File: src/rtl/bsg_manycore_ep_req_arbiter.sv
// Round-robin arbiter and credit gate feeding a one-entry endpoint request stage.
// Define BSG_MANYCORE_EP_ARB_LOCK_EN to let a requester keep the grant across packets.
module bsg_manycore_ep_req_arbiter #(
    parameter int num_req_p              = 4,
    parameter int fifo_width_p           = 128,
    parameter int credit_counter_width_p = 6,
    parameter int credit_reserve_p       = 0,
    parameter int id_width_lp            = (num_req_p > 1) ? $clog2(num_req_p) : 1
) (
    input  logic                              clk_i,
    input  logic                              reset_i,
    input  logic [num_req_p-1:0]              req_v_i,
    input  logic [num_req_p*fifo_width_p-1:0] req_data_i,
    input  logic [num_req_p-1:0]              req_lock_i,
    output logic [num_req_p-1:0]              req_ready_o,
    input  logic [credit_counter_width_p-1:0] out_credits_i,
    output logic                              endpoint_req_v_o,
    output logic [fifo_width_p-1:0]           endpoint_req_data_o,
    input  logic                              endpoint_req_ready_i,
    output logic [id_width_lp-1:0]            grant_id_o,
    output logic                              stall_credit_o
);
    localparam int pend_width_lp = credit_counter_width_p + 2;

    logic                     v_r;
    logic                     acc_r;
    logic [fifo_width_p-1:0]  data_r;
    logic [id_width_lp-1:0]   id_r;
    logic [id_width_lp-1:0]   last_r;

    logic                     drain;
    logic                     slot_free;
    logic                     credit_ok;
    logic                     issue;
    logic                     found;
    logic [pend_width_lp-1:0] pending;
    logic [num_req_p-1:0]     eligible_v;
    logic [id_width_lp-1:0]   winner;

    assign drain     = v_r & endpoint_req_ready_i;
    assign slot_free = ~v_r | drain;

    // Credits already spent but possibly not yet reflected in out_credits_i.
    assign pending   = pend_width_lp'(v_r & ~drain) + pend_width_lp'(acc_r);
    assign credit_ok = pend_width_lp'(out_credits_i) > (pend_width_lp'(credit_reserve_p) + pending);

`ifdef BSG_MANYCORE_EP_ARB_LOCK_EN
    typedef enum logic {IDLE, LOCKED} lock_state_e;

    lock_state_e            state_r, state_n;
    logic [id_width_lp-1:0] lock_id_r, lock_id_n;

    always_comb begin
        eligible_v = req_v_i;
        if (state_r == LOCKED) begin
            eligible_v            = '0;
            eligible_v[lock_id_r] = req_v_i[lock_id_r];
        end
    end

    always_comb begin
        state_n   = state_r;
        lock_id_n = lock_id_r;
        case (state_r)
            IDLE: begin
                if (issue && req_lock_i[winner]) begin
                    state_n   = LOCKED;
                    lock_id_n = winner;
                end
            end
            LOCKED: begin
                if (issue && !req_lock_i[lock_id_r]) state_n = IDLE;
            end
            default: state_n = IDLE;
        endcase
    end

    always_ff @(posedge clk_i or posedge reset_i) begin
        if (reset_i) begin
            state_r   <= IDLE;
            lock_id_r <= '0;
        end else begin
            state_r   <= state_n;
            lock_id_r <= lock_id_n;
        end
    end
`else
    logic unused_lock;
    assign unused_lock = ^req_lock_i;
    assign eligible_v  = req_v_i;
`endif

    // Scan from last_r+1 upward so the previous winner is considered last.
    // NOTE: every always_comb output gets a default before any branch, so no latch is inferred.
    always_comb begin
        int idx;
        winner = last_r;
        found  = 1'b0;
        idx    = 0;
        for (int i = 1; i <= num_req_p; i++) begin
            idx = int'(last_r) + i;
            if (idx >= num_req_p) idx = idx - num_req_p;
            if (!found && eligible_v[idx]) begin
                found  = 1'b1;
                winner = id_width_lp'(idx);
            end
        end
    end

    assign issue = slot_free & credit_ok & found;

    always_comb begin
        req_ready_o = '0;
        if (issue && !reset_i) req_ready_o[winner] = 1'b1;
    end

    assign stall_credit_o = ~reset_i & slot_free & found & ~credit_ok;

    // NOTE: sequential state uses non-blocking assignments so all flops sample pre-edge values.
    always_ff @(posedge clk_i or posedge reset_i) begin
        if (reset_i) begin
            v_r    <= 1'b0;
            acc_r  <= 1'b0;
            data_r <= '0;
            id_r   <= '0;
            last_r <= id_width_lp'(num_req_p - 1);
        end else begin
            acc_r <= drain;
            if (issue) begin
                v_r    <= 1'b1;
                data_r <= req_data_i[int'(winner)*fifo_width_p +: fifo_width_p];
                id_r   <= winner;
                last_r <= winner;
            end else if (drain) begin
                v_r <= 1'b0;
            end
        end
    end

    assign endpoint_req_v_o    = v_r;
    assign endpoint_req_data_o = data_r;
    assign grant_id_o          = id_r;

endmodule

File: config.mk
export PLATFORM = sky130hd
export DESIGN_NAME = bsg_manycore_ep_req_arbiter
export DESIGN_NICKNAME = d
export VERILOG_FILES = /design/src/rtl/bsg_manycore_ep_req_arbiter.sv
export SDC_FILE = /design/constraint.sdc
export NUM_CORES = 1
export LEC_CHECK = 0
export BUFFER_PORTS_ARGS = -buffer_cell sky130_fd_sc_hd__buf_2
export CORE_AREA = 3 3 255 257
export CTS_BUF_LIST = sky130_fd_sc_hd__clkbuf_2
export CTS_CLUSTER_DIAMETER = 120
export DETAILED_ROUTE_END_ITERATION = 12
export DIE_AREA = 0 0 258 260
export GPL_TIMING_DRIVEN = 0
export PLACE_DENSITY = 0.47
export SYNTH_ARGS = -nofsm -noshare
export SYNTH_HDL_FRONTEND = slang
export SYNTH_SLANG_ARGS = --single-unit
export TNS_END_PERCENT = 100
File: constraint.sdc
create_clock -name clk_i -period 4.6 [get_ports clk_i]
set_input_delay 0.69 -clock clk_i [delete_from_list [all_inputs] [get_ports clk_i]]
set_output_delay 0.69 -clock clk_i [all_outputs]
set_load 0.03 [all_outputs]
==> flow_summary.ini, run 1 <==
[timing]
slew_headroom_pct = 34.6
finClkSkew_ns = 0.0526
fmax_mhz = 254
slew_viol_final = 0
finalHoldViolCount = 0
tightest_slew_ns = 0.981
rsz0062_at_grt = no
finalSetupViolations = 0
fin_crit_ns = 3.93
fin_ws_ns = 0.666
setup_tns_ns = 0
period_share_pct = 85.5

[pwr]
leakage_nw = 8.45
switchingPower_w = 0.00467
swShare_pct = 46.8
power.density_nw_per_um2 = 562
combPwrFrac_pct = 69.6
p_seq_share_pct = 20.9
clock_power_share_pct = 9.5
vdd_drop_max_uv = 247
p_int_w = 0.00531

[min_path]
worstHoldPathCells = 3
hp-class = in -> reg

[worst_setup_path]
start_kind = flip-flop
cp-end-kind = output port
worst-r2r-cell-count = 12
worst-path-max-fanout = 7
worstPathArrival_ns = 3.24
worstSetupPathType = reg -> out
critPathRequiredTime_ns = 3.91

[route]
route.detailed.drc = 0
wl_um = 48700
antenna_left = 0
vias_per_cell = 4.02
met3_length_um = 3000
route.vias.total = 10800
route.met2.wl_um = 25500
dr.pass1.iters = 4
drt_iter0_drc = 325
wl_per_cell_um = 18.1
met1_length_um = 19200
top_layer_used = met4

[synth]
ys_warn_count = 0
synth_top_area_cell = dfrtp_1
synth_fp_nets = 1296
synth_edf_count = 0
synth_ff_type = dfrtp_1
ys_seq_area_share_pct = 36.1
async_reset_ff_share_pct = 100
ys_seq_elements = 134
syn_area_per_cell_um2 = 12.2
synth_top_cell_area_share_pct = 35.5
synthTopCellsByArea = dfrtp_1 (36%), mux2i_1 (28%), a221oi_2 (21%)
synthCells = 764
yosysUniqueCellTypes = 37
synth_area_um2 = 9290

[placement]
place_hpwl_um = 37700
placed_area_um2 = 13700
io_buffer_count = 660
preCtsSetupSlack_ns = 0.951
globalplace.congestion = 0.916

[cts]
cts_tree = built
htree_levels = 4
clockBufferDepth = 2
cts_num_sinks = 134
cts_buffers = 17
cts_root_buffer = clkbuf_2
worst_skew_pair.late_latency_ns = 0.96
clkTransAtPathRegs_ns = 0.27

[floorplanning]
initial_utilization_pct = 14.8
die_y_um = 260
die_area_um2 = 67100
core_area_um2 = 63000
rows = 92
num_io_pins = 665
die_x_um = 258

[finish]
multi_input_area_um2 = 5280
drive_gt1_share_pct = 48.6
mostFrequentLayoutCells = buf_2 (673), dlygate4sd3_1 (377), mux2i_1 (256), nor2_1 (133), dfrtp_1 (132)
nets = 2353
syn2layout_area_growth_pct = 91.3
seq_area_um2 = 3360
fill_cells = 6673
fin_area_um2 = 17800
layout_commonest_cell = buf_2

[grt]
overflow = 0
gr-usage-all-layers_pct = 14.1
grt_pass1_wl_um = 71400
antenna_found_initial = 4
grt_max_degree = 69
grt_pass1_vias = 12100

[status]
status = finished clean

[job]
maxCapViolations = 0
-- power by group through the flow --
stage               Combinational (W)  Sequential, W  Clock (W)
floorplan                     0.00280        0.00319          0
global placement              0.00569        0.00211          0
detailed placement            0.00573        0.00211          0
CTS                           0.00699        0.00209    0.00100
global route                  0.00740        0.00217    0.00106
finish                        0.00695        0.00209   0.000946
-- sequential cells by signal, indices dropped and copies added (netlist names) --
register,cells
grant_id_o,2
endpoint_req_data_o,128
endpoint_req_v_o,1
acc_r,1
last_r,2
-- worst paths after layout --
kind / startpoint / end / slack, ns
max: endpoint_req_v_o / req_ready_o[3] / 0.67
min: req_data_i[511] / endpoint_req_data_o[127] / 0.20
max reg2reg: endpoint_req_v_o / endpoint_req_data_o[91] / 0.87
min reg2reg: endpoint_req_v_o / acc_r / 0.55
max in group asynchronous: reset_i / endpoint_req_data_o[41] / 3.38
min in group asynchronous: reset_i / endpoint_req_v_o / 0.34
-- synth_stat cells, types with 2 or more instances --
| library cell | n |
|---|---|
| mux2i_1 | 256 |
| nor2_1 | 133 |
| dfrtp_1 | 132 |
| a221oi_2 | 127 |
| buf_6 | 21 |
| buf_4 | 15 |
| buf_2 | 13 |
| clkbuf_1 | 13 |
| buf_12 | 8 |
| inv_1 | 5 |
| nor4_1 | 5 |
| a21oi_1 | 4 |
| ha_1 | 3 |
| nor2b_1 | 3 |
| clkbuf_4 | 2 |
| dfstp_2 | 2 |
| nand2b_1 | 2 |
-- through the flow --
stage | instances | utilization, % | hold WS, ns | total power (W)
2_1_floorplan | 764 | - | 0.494 | 0.00599
3_3_place_gp | 2270 | 21.7 | 0.497 | 0.00779
3_5_place_dp | 2271 | 21.7 | 0.505 | 0.00784
4_1_cts | 2680 | 28.2 | 0.00522 | 0.0101
5_1_grt | 2687 | 28.2 | 0.00576 | 0.0106
6_report | 2687 | 28.2 | 0.201 | 0.00999
-- logic make-up after synthesis --
| logic type | after synthesis | synth area share [%] |
|---|---|---|
| fa+ha+maj | 3 | 0.404 |
| mux | 256 | 27.6 |
| simple gates | 151 | 6.65 |
| flops | 134 | 36.1 |
| compound gates | 142 | 22.2 |
| buf+inv | 78 | 7.11 |
-- worst max-delay path, cell delays in order (launching register included) --
cell and delay, ns:
dfrtp_1 0.42, nor2b_1 0.21, ha_1 0.18, inv_1 0.04, ha_1 0.29, nor2b_1 0.17
a2bb2oi_2 0.28, o21ai_4 0.13, nor4_1 0.31, buf_2 0.25
-- cell type report --
cell class	count	area share (%)
tap	846	5.95
sequential	134	18.9
clock buffer	17	0.479
antenna	7	0.0985
buffer	72	3.59
clock inverter	15	1.21
timing repair buffer	1038	40.0
inverter	6	0.155
multi-input combinational	552	29.7
-- what timing repair did --
action	4_1_cts	5_1_grt
buffers inserted	0	0
gates resized for setup	0	0
hold buffers	377	0
hold endpoints to repair	196	0
-- routing by layer --
layer	GRT usage, %	up-vias
met2	25.9	433
met3	3.44	53
met4	4.73	0
met5	0	-
li1	-	5081
met1	16.0	5234
No activity file was read; power rests on OpenSTA's default activity.
==> inputs of run 2 (changes only) <==
MAX_ROUTING_LAYER = met4   (was not set)
==> run 2 against run 1 <==
Compared with the run above: sequential power about the same; clock skew rose by 0.012 ns; cell area is 0.94% lower; clock-buffer cell count increased by 1; non-clock buffer count shrank 5; sequential share of layout area increased by 0.18 points; maximum frequency fell by 0.31%; global-route usage is 0.20 points higher; critical path depth up 2; routed wire length decreased by 1.1%; flip-flop and latch count is the same; die area unchanged; critical endpoint is now req_ready_o[0]; highest routed layer unchanged.
==> flow_summary.ini, run 2 (synthesized netlist as in run 1, its figures left out) <==
[pwr]
vdd_drop_max_uv = 247
leakage_nw = 8.38
power.density_nw_per_um2 = 550

[worst_setup_path]
start_kind = primary input
setup.worst_path.start = endpoint_req_ready_i
crit_chain = dlygate4sd3_1 > buf_2 > nor2b_1 > ha_1 > inv_1 > ha_1 > nor2b_1 > a2bb2oi_2 > o21ai_4 > nor4_1 > buf_2
critPathMaxStageDelay_ns = 0.54
worstSetupPathType = in -> out
critPathRequiredTime_ns = 3.91
worstPathArrival_ns = 3.26
worst-path-max-fanout = 7
cp-end-kind = output port
cp_slowest_cell = dlygate4sd3_1
r2r-start = endpoint_req_v_o

[grt]
busiest_layer = met2
grt_max_degree = 69
overflow = 0
use_met3_pct = 3.17
gr-usage-all-layers_pct = 14.3
use_met2_pct = 25.3
antenna_found_initial = 4
grt_pass1_wl_um = 70300
use_met1_pct = 16.1
grt_pass1_vias = 11900

[timing]
timing.hold.ws_ns = 0.267
fin_crit_ns = 3.95
rsz0062_at_grt = no
finalHoldViolCount = 0
finClkSkew_ns = 0.0648
finalSetupViolations = 0
slew_headroom_pct = 37.5
slew_viol_final = 0
tightest_slew_ns = 0.937
fmax_mhz = 253
period_share_pct = 85.8
fin_ws_ns = 0.654

[placement]
globalplace.congestion = 0.929
placed_area_um2 = 13700
preCtsSetupSlack_ns = 0.933
place_hpwl_um = 37700
io_buffer_count = 660

[floorplanning]
die_y_um = 260
num_io_pins = 665
die_x_um = 258
initial_utilization_pct = 14.8
rows = 92
core_area_um2 = 63000
die_area_um2 = 67100

[finish]
nets = 2348
fin_area_um2 = 17600
largest_register_ffs = 128
mostFrequentLayoutCells = buf_2 (673), dlygate4sd3_1 (372), mux2i_1 (256), nor2_1 (133), dfrtp_1 (132)
drive_gt1_share_pct = 48.7
syn2layout_area_growth_pct = 89.5
layout_commonest_cell = buf_2

[cts]
clkTransAtPathRegs_ns = 0.22
cts_num_sinks = 134
cts_tree = built
cts_root_buffer = clkbuf_2
worst_skew_pair.late_latency_ns = 0.92
clockBufferDepth = 2
cts_buffers = 17
htree_levels = 4

[route]
antenna_left = 0
drt_iter0_drc = 347
wl_um = 48200
dr.pass1.iters = 4
route.vias.total = 10700
vias_per_cell = 4.00
wl_per_cell_um = 18.0
route.detailed.drc = 0

[job]
maxCapViolations = 0

[min_path]
hp-start = req_data_i[52]
hp-class = in -> reg

[status]
status = finished clean
run 2: cell count changes in the layout (fill, tap and decap cells not counted), sizes merged:
cell	before	now
clkinvlp	3	4
clkbuf	32	33
diode	7	3
bufinv	4	0
dlygate4sd3	377	372
inv	12	9
clkinv	2	7
run 2: worst paths after layout:
check                           cells past startpoint  slack [ns]                      end
worst min register to register                      1        0.52                    acc_r
worst min-delay path                                3        0.27  endpoint_req_data_o[52]
worst max-delay path                               11        0.65           req_ready_o[0]
worst max register to register                     12        0.81  endpoint_req_data_o[91]
min in group asynchronous                           3        0.38                    acc_r
max in group asynchronous                           4        3.32  endpoint_req_data_o[41]
run 2: critical path: cells and delay by family:
kind	cells	cell delay (ns)
fa+ha+maj	2	0.48
compound gates	2	0.43
buf+inv	4	0.96
simple gates	3	0.69
run 2: timing repair:
action                                  in CTS  in global routing
endpoints found under the setup margin       0                  0
gates resized for setup                      0                  0
setup buffers                                0                  0
endpoints found under the hold margin      194                  0
hold buffers                               372                  0
run 2: where the power goes:
group          switching, W  internal [W]  total [W]
Sequential         0.000358       0.00174    0.00210
Combinational       0.00373       0.00319    0.00692
Clock              0.000534      0.000146   0.000681
Total               0.00462       0.00508    0.00970
run 2: cell type report:
type | count | area (µm²)
Fill cell | 6710 | 45400
Antenna cell | 3 | 7.51
Inverter | 6 | 27.5
Tap cell | 846 | 1060
Clock buffer | 18 | 90.1
Buffer | 72 | 638
Sequential cell | 134 | 3360
Multi-Input combinational cell | 552 | 5280
Clock inverter | 14 | 103
Timing Repair Buffer | 1033 | 7050
run 2: through the flow:
step	utilization [%]	TNS [ns]	instances	total power, W
after floorplan	-	0	764	0.00599
after global placement	21.7	-244.57	2270	0.00780
after detailed placement	21.7	0	2271	0.00785
after CTS	28.0	0	2675	0.00983
after global routing	28.0	0	2678	0.0103
final	28.0	0	2678	0.00970
run 2: per-layer routing:
layer,wire (µm),up-vias
met3,2870,52
li1,-,5072
met2,25100,428
met5,0,-
met1,19300,5170
met4,914,0
==> inputs of run 3 (changes only) <==
ABC_AREA = 1   (was not set)
CORE_AREA = 3 3 257 259   (was 3 3 255 257)
DIE_AREA = 0 0 260 262   (was 0 0 258 260)
PLACE_DENSITY = 0.5   (was 0.47)
TNS_END_PERCENT = 5   (was 100)
==> run 3 against run 2 <==
Compared with the run above: combinational power up 150%; worst hold slack worse by 0.092 ns; sequential power up 5%; first-iteration DRC count rose to 3.6 times the previous value; via count up 60%; largest power group unchanged; critical path depth up 3; core utilization up 2.9 points; flip-flop and latch count unchanged; cell count up 44%; clock skew down 0.0079 ns.
==> flow_summary.ini, run 3 <==
[floorplanning]
die_y_um = 262
initial_utilization_pct = 17.8
die_area_um2 = 68100
die_x_um = 260
rows = 93
core_area_um2 = 64100
num_io_pins = 665

[route]
antenna_left = 0
wl_per_cell_um = 17.9
drt_iter0_drc = 1246
vias_per_cell = 4.46
route.vias.total = 17200
dr.pass1.iters = 6
route.detailed.drc = 0
wl_um = 69100

[placement]
globalplace.congestion = 0.948
place_hpwl_um = 52600
io_buffer_count = 660
dp.cells = 3444

[synth]
synth_edf_count = 0
ys_seq_elements = 134
netlist_top_cells_count = nand3_1 (772), nand2_1 (554), inv_1 (263)
async_reset_ff_share_pct = 100
ys_warn_count = 0
synth_ff_type = dfrtp_1
syn_area_per_cell_um2 = 5.93
synth_top_area_cell = nand3_1
ys_seq_area_share_pct = 29.4
synth.most_common_cell = nand3_1
synth_top_cell_area_share_pct = 33.8
yosysUniqueCellTypes = 23
synthTopCellsByArea = nand3_1 (34%), dfrtp_1 (29%), nand2_1 (18%)
synthCells = 1925
synth_area_um2 = 11400
synth_fp_nets = 2457

[pwr]
finalPower_w = 0.0200
vdd_drop_max_uv = 452
power.density_nw_per_um2 = 1010
leakage_nw = 11.1

[cts]
worst_skew_pair.late_latency_ns = 0.97
cts_buffers = 17
cts_tree = built
htree_levels = 4
cts_root_buffer = clkbuf_2
cts_num_sinks = 134
clkTransAtPathRegs_ns = 0.25
clockBufferDepth = 2

[worst_setup_path]
r2r-end = endpoint_req_data_o[101]
worst-r2r-cell-count = 15
start_kind = flip-flop
crit_chain = inv_1 > nor2_1 > ha_1 > inv_1 > ha_1 > inv_1 > nor2_1 > o21ai_0 > nand2_1 > nand3_4 > inv_6 > nand2_1 > nor3_1 > buf_2
r2r_slack_ns = 0.80
cp_slowest_cell = dfrtp_1
r2r-start = last_r[0]
worst-path-max-fanout = 11
worstPathArrival_ns = 3.44
cp-end-kind = output port
critPathMaxStageDelay_ns = 0.43
critPathRequiredTime_ns = 3.91
worstSetupPathType = reg -> out
worst-path-buf-inv = 5
cp_top_family = simple AND/OR/NAND/NOR gates
crit_top_cell = inv_1

[grt]
overflow = 0
grt_pass1_wl_um = 99300
grt_max_degree = 37
antenna_found_initial = 11
grt_pass1_vias = 16400
gr-usage-all-layers_pct = 20.0

[timing]
finalHoldViolCount = 0
finClkSkew_ns = 0.0569
slew_viol_final = 0
period_share_pct = 89.8
fin_crit_ns = 4.13
fmax_mhz = 242
slew_headroom_pct = 50.2
finalSetupViolations = 0
tightest_slew_ns = 0.747
rsz0062_at_grt = no

[finish]
syn2layout_area_growth_pct = 73.4
layout_commonest_cell = buf_2
nets = 3504
fill_cells = 7170
drive_gt1_share_pct = 28.9
mostFrequentLayoutCells = buf_2 (788), nand3_1 (771), nand2_1 (553), dlygate4sd3_1 (363), inv_1 (262)
largest_register_ffs = 128
final_cells = 3852

[job]
maxCapViolations = 0

[min_path]
hp-start = req_data_i[187]
hp-class = in -> reg
worstHoldPathCells = 5
min_to = endpoint_req_data_o[59]

[status]
status = finished clean
[run 3: changes by cell type after synthesis, moves of 116 or more]
cell | before | now
nand3_1 | 1 | 772
nand2_1 | 1 | 554
inv_1 | 5 | 263
mux2i_1 | 256 | 0
nor2_1 | 133 | 4
a221oi_2 | 127 | 0
buf_2 | 13 | 129
[run 3: layout make-up]
class / count / area [µm²] / area share [%]
Tap cell: 855 / 1070 / 5.40
Clock buffer: 18 / 90.1 / 0.455
Multi-Input combinational cell: 1354 / 6140 / 31.0
Sequential cell: 134 / 3360 / 17.0
Buffer: 168 / 922 / 4.66
Antenna cell: 12 / 30.0 / 0.152
Clock inverter: 14 / 135 / 0.683
Inverter: 268 / 1020 / 5.14
Timing Repair Buffer: 1029 / 7030 / 35.5
[run 3: stage by stage]
step	instance area [µm²]	utilization (%)	TNS, ns	worst slack [ns]	hold WS, ns
final	19800	30.9	0	0.470	0.175
after detailed placement	15900	24.8	0	0.0769	0.460
after CTS	19800	30.8	0	0.0481	0.00827
after global placement	15800	24.6	-2.06	-0.702	0.457
after floorplan	11400	-	0	0.789	0.544
after global routing	19800	30.9	0	0.0564	0.0876
[run 3: worst max-delay path by stage]
stage / startpoint / end / slack (ns) / cells past startpoint
CTS: endpoint_req_v_o / req_ready_o[3] / 0.05 / 15
detailed placement: endpoint_req_ready_i / req_ready_o[3] / 0.08 / 15
global route: endpoint_req_v_o / req_ready_o[1] / 0.06 / 14
floorplan: reset_i / stall_credit_o / 0.79 / 3
global placement: reset_i / req_ready_o[2] / -0.70 / 5
finish: endpoint_req_v_o / req_ready_o[2] / 0.47 / 14
[run 3: logic make-up (layout without fill, tap and decap cells)]
kind of cell	after synthesis	count (layout)	share of synthesized area [%]
adder cells (fa/ha/maj)	3	3	0.329
buffers and inverters	437	1497	17.0
other	0	12	0
AND/OR/NAND/NOR	1345	1345	53.1
AO/OA/AOI/OAI	6	6	0.263
flip-flops	134	134	29.4
[run 3: routing by layer]
metal | vias to the layer above | wire length, µm | GRT usage (%)
li1 | 8290 | - | -
met1 | 7967 | 28400 | 24.0
met2 | 783 | 32500 | 32.3
met3 | 127 | 5620 | 4.74
met4 | 0 | 2560 | 8.35
met5 | - | 0 | -
[run 3: timing repair]
action / 4_1_cts / 5_1_grt
endpoints found under the hold margin: 190 / 0
resized for setup: 6 / 1
hold buffers: 363 / 0
setup buffers: 1 / 1
setup endpoints to repair: 4 / 3
[run 3: worst min-delay path: stages]
cell and delay, ns:
buf_2 0.09, nand3_1 0.07, nand3_1 0.07, nand3_1 0.13
nand2_1 0.07
[run 3: where the power goes]
part | total (W) | internal, W | leakage, nW | switching [W]
logic | 0.0170 | 0.00700 | 9.40 | 0.0100
clock network | 0.000804 | 0.000247 | 0.134 | 0.000557
registers | 0.00220 | 0.00186 | 1.59 | 0.000343
total | 0.0200 | 0.00911 | 11.1 | 0.0109
